$ cat config.mk
export PLATFORM = sky130hd
export DESIGN_NAME = md_issue_ctrl
export DESIGN_NICKNAME = d
export VERILOG_FILES = /design/src/rtl/md_issue_ctrl.sv
export SDC_FILE = /design/constraint.sdc
export NUM_CORES = 1
export LEC_CHECK = 0
export ABC_AREA = 1
export ABC_CLOCK_PERIOD_IN_PS = 1500
export CAP_MARGIN = 20
export CELL_PAD_IN_SITES_DETAIL_PLACEMENT = 0
export CELL_PAD_IN_SITES_GLOBAL_PLACEMENT = 1
export CORE_MARGIN = 3
export CORE_UTILIZATION = 29
export DETAILED_ROUTE_END_ITERATION = 7
export PLACE_DENSITY_LB_ADDON = 0.15
export SLEW_MARGIN = 10
export SYNTH_ARGS = -nofsm -noshare
export SYNTH_HDL_FRONTEND = slang
export SYNTH_SLANG_ARGS = --single-unit
$ cat constraint.sdc
create_clock -name clk -period 1.5 [get_ports clk]
set_clock_uncertainty 0.05 [all_clocks]
set_input_delay 0.15 -clock clk [delete_from_list [all_inputs] [get_ports clk]]
set_output_delay 0.15 -clock clk [all_outputs]
set_load 0.05 [all_outputs]
$ cat src/rtl/md_issue_ctrl.sv
// E-stage issue controller for the multiply/divide unit: decodes the MDU op,
// issues Start/MDUOp, tracks the busy window and raises the D-stage stall.
module md_issue_ctrl #(
  parameter int unsigned MUL_CYCLES = 5,
  parameter int unsigned DIV_CYCLES = 10,
  parameter int unsigned OP_W       = 4
) (
  input  logic            clk,
  input  logic            reset,
  input  logic            e_valid_i,
  input  logic [OP_W-1:0] e_op_i,
  input  logic            d_md_i,
  output logic            mdu_start_o,
  output logic [OP_W-1:0] mdu_op_o,
  output logic            busy_o,
  output logic            stall_o,
  output logic [3:0]      cnt_o,
  output logic            ovl_err_o
);

  localparam int unsigned CNT_W = 4;

  typedef enum logic [1:0] {
    IDLE = 2'd0,
    MUL  = 2'd1,
    DIV  = 2'd2
  } state_t;

  state_t           state;
  logic [CNT_W-1:0] cnt;
  logic [OP_W-1:0]  op_eff;
  logic             is_mul;
  logic             is_div;
  logic             idle;
  logic             issue;
  logic             overlap;

  // Codes above madd are treated as "no op" everywhere.
  assign op_eff  = (e_op_i <= OP_W'(9)) ? e_op_i : '0;
  assign is_mul  = (op_eff == OP_W'(1)) || (op_eff == OP_W'(2));
  assign is_div  = (op_eff == OP_W'(3)) || (op_eff == OP_W'(4));
  assign idle    = (state == IDLE);
  assign issue   = e_valid_i && (is_mul || is_div) && idle;
  assign overlap = e_valid_i && (op_eff != '0) && !idle;

  assign mdu_start_o = issue;
  assign mdu_op_o    = (e_valid_i && idle) ? op_eff : '0;
  assign busy_o      = !idle;
  // Start cycle is included because the MDU's own busy is not yet up.
  assign stall_o     = d_md_i && (mdu_start_o || busy_o);
  assign cnt_o       = cnt;

  always_ff @(posedge clk) begin
    if (reset) begin
      state     <= IDLE;
      cnt       <= '0;
      ovl_err_o <= 1'b0;
    end else begin
      if (overlap) begin
        ovl_err_o <= 1'b1;
      end
      case (state)
        IDLE: begin
          if (issue && is_mul) begin
            state <= MUL;
            cnt   <= CNT_W'(MUL_CYCLES);
          end else if (issue && is_div) begin
            state <= DIV;
            cnt   <= CNT_W'(DIV_CYCLES);
          end
        end
        MUL, DIV: begin
          if (cnt == CNT_W'(1)) begin
            state <= IDLE;
            cnt   <= '0;
          end else begin
            cnt <= cnt - CNT_W'(1);
          end
        end
        default: begin
          state <= IDLE;
          cnt   <= '0;
        end
      endcase
    end
  end

endmodule
# --- After elaboration in Yosys (flattened, before gate mapping) ---
# Index checks and enable logic that the tools add are counted.
word_totals:
  regBits: 7
  inputBits: 8
  word_cells: 41
classes:
  n_lt_le_gt_ge: 1
  mux: 10
  reduce_logical: 17
  eq_ne: 9
  addsub: 1
ops:
  columns: ["op", "count"]
  rows:
  - ["2-to-1 mux 4 bit", 5]
  - ["== test 4 x 1 -> 1 bit, second input constant", 2]
  - ["== test 4 x 2 -> 1 bit, second input constant", 2]
  - ["logical AND 1 bit", 8]
  - ["one-hot mux 4 bit (2 select lines)", 1]
  - ["2-to-1 mux 2 bit", 3]
  - ["== test 4 x 3 -> 1 bit, second input constant", 1]
  - ["less-or-equal comparator 4 bit, second input constant", 1]
  - ["logical OR 1 bit", 4]
  - ["one-hot mux 2 bit (2 select lines)", 1]
  - ["nonzero test 4 bit", 1]
  - ["subtractor 4 x 1 -> 4 bit, second input constant", 1]
  - ["inequality test 3 x 1 -> 1 bit, second input constant", 1]
  - ["== test 2 x 1 -> 1 bit, second input constant", 1]
  - ["== test 2 bit, second input constant", 1]
  - ["zero test 2 bit", 1]
  - ["inequality test 2 bit, second input constant", 1]
  - ["AND reduction 2 bit", 1]
  - ["OR reduction 2 bit", 1]
  - ["zero test 1 bit", 1]

# --- Longest topological paths before layout ---
depth:
  word_depth: 11
  depth_mapped: 10

# --- Least setup slack after synthesis ---
# OpenSTA, ideal clock, no wires.
synth_path:
  kind: "reg2out"
  start: "reg state[0]"
  end: "out stall_o"
  stages_incl_launch_ff: 5
  required_ns: 1.300
  arrival_ns: 1.860
  path_slack_ns: -0.560
  cell_sequence: "dfxtp_1 -> inv_1 -> ha_1 -> buf_4 -> a21boi_0"
synth_via:
  elab_chain_cells: 4
synth_rtl:
  columns: ["element", "line_no", "rtl"]
  rows:
  - ["start: declaration", "29", "state_t state;"]
  - ["start signal: assignment", "55", "state <= IDLE;"]
  - ["start signal: assignment", "65", "state <= MUL;"]
  - ["start signal: assignment", "68", "state <= DIV;"]
  - ["zero test 2 bit *", "42", "assign idle = (state == IDLE);"]
  - ["logical AND 1 bit or zero test 1 bit (tied branches)", "43, 48", null]
  - ["logical OR 1 bit *", "50", "assign stall_o = d_md_i && (mdu_start_o || busy_o);"]
  - ["logical AND 1 bit *", "50", null]
  - ["end: declaration", "16", "output logic stall_o,"]
# Mark *: on every way between the ends. The rest lies on a longest branch, timed or not.

# --- Final worst setup path ---
layout_path:
  start: "reg state[1]"
  end: "out stall_o"
# Same word-level chain as after synthesis.

==> impl_metrics.json <==
{
  "whs_ns": 0.443,
  "crit_path_cell_trace": "inv_2 -> ha_4 -> buf_8 -> a21boi_4 -> buf_12",
  "maxCapViolations": 0,
  "synthTopCellsByCount": "nand2_1 (14), inv_1 (12), nand3_1 (10)",
  "yosys_warnings": 0,
  "rsz0062_at_grt": "false",
  "die_height_microns": 50.3,
  "max_slew_margin": 0.813,
  "vias_per_cell": 4.42,
  "holdPathEnd": "ovl_err_o$_SDFFE_PP0P_",
  "drtAntennaViolNets": 0,
  "routed-via-count": 628,
  "first_global_vias": 572,
  "synth_compound_area_frac": 0.138,
  "p_int_mw": 1.08,
  "drt_first_pass_iters": 4,
  "dp_hpwl_microns": 1190,
  "netlist_instances": 87,
  "grt_max_degree": 9,
  "die_w_microns": 50.3,
  "synthAdderAreaFrac": 0.0879,
  "clkTransAtPathRegs_ns": 0.05,
  "area_delta_synth_final_pct": 81.3,
  "critPathLaunchType": "register",
  "ir_drop_v": 0.00122,
  "drt_iter0_markers": 13,
  "wl_per_cell_microns": 10.4,
  "ioPinCount": 20,
  "yosysMostFrequentCell": "nand2_1",
  "p_per_area_mw_per_mm2": 2090,
  "ctsHoldBuffers": 0,
  "gr-total-overflow": 0,
  "status": "complete, no violations",
  "cts_buffers": 3,
  "port_buffers": 19,
  "critPathKind": "reg2out",
  "drc": 0,
  "hold_depth": 2,
  "hold_path.class": "reg2reg",
  "antenna_found_initial": 0,
  "synth.distinct_cells": 23,
  "nNetsFinal": 130,
  "max_stage_delay_ns": 0.34,
  "clk_path_buf_depth": 2,
  "worst-path-buf-inv": 3,
  "ys.flop_type": "dfxtp_1",
  "hp-start": "ovl_err_o$_SDFFE_PP0P_",
  "synth_seq_cells": 7,
  "grt_pass1_wl_microns": 2500,
  "synth_area_per_cell_sq_um": 6.54,
  "fmax_mhz": 697,
  "worst_slew_pin_slew_ns": 0.279,
  "r2r_cells": 8,
  "setup_viol": 0,
  "slowest_stage": "dfxtp_2",
  "crit_fanout": 7,
  "grt_usage": 0.127,
  "clock-sinks": 7,
  "switching_share": 0.500,
  "synthArstFlopShare": 0,
  "start_util": 0.319,
  "synth_simple_gate_area_share": 0.393,
  "drv_slew": 0,
  "clk_latency_ns": 0.25,
  "synth_top_family_by_area": "simple AND/OR/NAND/NOR gates",
  "core_sq_mm": 0.00178,
  "hold_viol_final": 0,
  "ys_seq_area_frac": 0.246,
  "r2r_start": "cnt_o[1]$_SDFFE_PP0P_",
  "r2r_slack_ns": 0.14,
  "synth_mux_area_frac": 0,
  "clock-root-buffer": "clkbuf_4",
  "synth_area_leader_cell": "dfxtp_1",
  "layout_min_cycle_time_ns": 1.43,
  "total_power_mw": 2.16,
  "dieArea_sq_mm": 0.00253,
  "synth-edff-count": 0,
  "cp.arrival_ns": 1.23,
  "end_kind": "output port",
  "p_leak_nw": 0.473,
  "gp_congestion": 0.759,
  "synth_xor_area_frac": 0.0154,
  "h-tree-depth": 1,
  "synth_area_leaders": "dfxtp_1 (25%), nand2_1 (9.2%), ha_1 (8.8%)",
  "reg2reg_to": "cnt_o[3]$_SDFFE_PP0P_",
  "wirelength_microns": 1480,
  "rows": 15,
  "crit_family": "flip-flops",
  "mappedNetlistArea_sq_um": 569,
  "clkPwrFrac": 0.080,
  "yosysTopAreaCellShare": 0.246,
  "p_sw_mw": 1.08,
  "comb_power_share": 0.750,
  "diodes": 0,
  "cp.required_ns": 1.30,
  "syn_nets": 99,
  "drive_gt1_frac": 0.402,
  "cts_tree": "built",
  "p_seq_frac": 0.171,
  "period_share": 0.957
}
-- cell type report --
cell class,instances,area (sq um)
fill,179,751
multi-input combinational,63,428
timing repair buffer,27,339
sequential,7,148
inverter,16,60.1
tap,25,31.3
clock buffer,4,26.3
-- layer usage --
metal  part of all wire  global-route usage
met1               0.52               0.173
met3              0.052              0.0534
met5                  0                   0
met4                  0              0.0135
met2               0.43               0.191
-- power by group through the flow --
stage	logic [mW]	registers, mW	clock network, mW
finish	1.62	0.368	0.173
global route	1.74	0.383	0.195
CTS	1.52	0.374	0.182
detailed placement	1.46	0.373	0
global placement	1.46	0.369	0
floorplan	0.790	0.527	0
-- worst min-delay path, cell delays in order, from the launching register on --
cell	delay, ns
dfxtp_1	0.33
a31oi_1	0.05
nor2_1	0.08
-- sequential cells by signal, summed over array words and instances (netlist names) --
signal     flops
cnt_o          4
state          2
ovl_err_o      1
-- through the flow --
step	setup TNS, ns	util	instance area (sq um)	std cells	setup WS, ns
floorplan	-0.392	-	586	87	-0.0979
global placement	-0.254	0.516	920	135	-0.0505
detailed placement	-0.293	0.516	920	135	-0.0595
CTS	-0.00618	0.543	968	139	-0.00468
global route	0	0.579	1030	142	0.00183
finish	0	0.579	1030	142	0.0652
-- cell families (layout without fill, tap and decap cells) --
logic type | after synthesis | count (layout)
compound gates | 13 | 13
xor+xnor | 1 | 1
fa+ha+maj | 4 | 4
buf+inv | 17 | 47
flops | 7 | 7
simple gates | 45 | 45
-- what timing repair did --
| item | CTS | global route |
|---|---|---|
| resized for setup | 12 | 9 |
| setup buffers | 0 | 3 |
| gates cloned | 0 | 0 |
| setup endpoints to repair | 5 | 7 |
| pin swaps | 0 | 3 |
-- cells in the final DEF (no fill, tap or decap), types with 3 or more instances in the layout --
master and n:
nor2_1 4, nand2_4 3, nor2_4 5, a21oi_1 5, dfxtp_2 3, inv_1 11
buf_12 9, nand3_1 10, inv_2 5, o21ai_0 3, nand4_1 4, dlygate4sd2_1 3
dfxtp_1 3, buf_4 10, clkbuf_4 3, ha_1 3, nand2_1 14, clkdlybuf4s50_1 3
-- how the worst max path moves through the flow --
stage	start	endpoint	cells past startpoint
finish	state[1]$_SDFFE_PP0P_	stall_o	5
global placement	e_op_i[1]	mdu_op_o[3]	6
global route	state[1]$_SDFFE_PP0P_	stall_o	5
CTS	state[0]$_SDFFE_PP0P_	mdu_op_o[2]	5
floorplan	state[0]$_SDFFE_PP0P_	mdu_op_o[0]	5
detailed placement	e_op_i[1]	stall_o	7
Note: power is estimated with default switching activity, not from simulation.
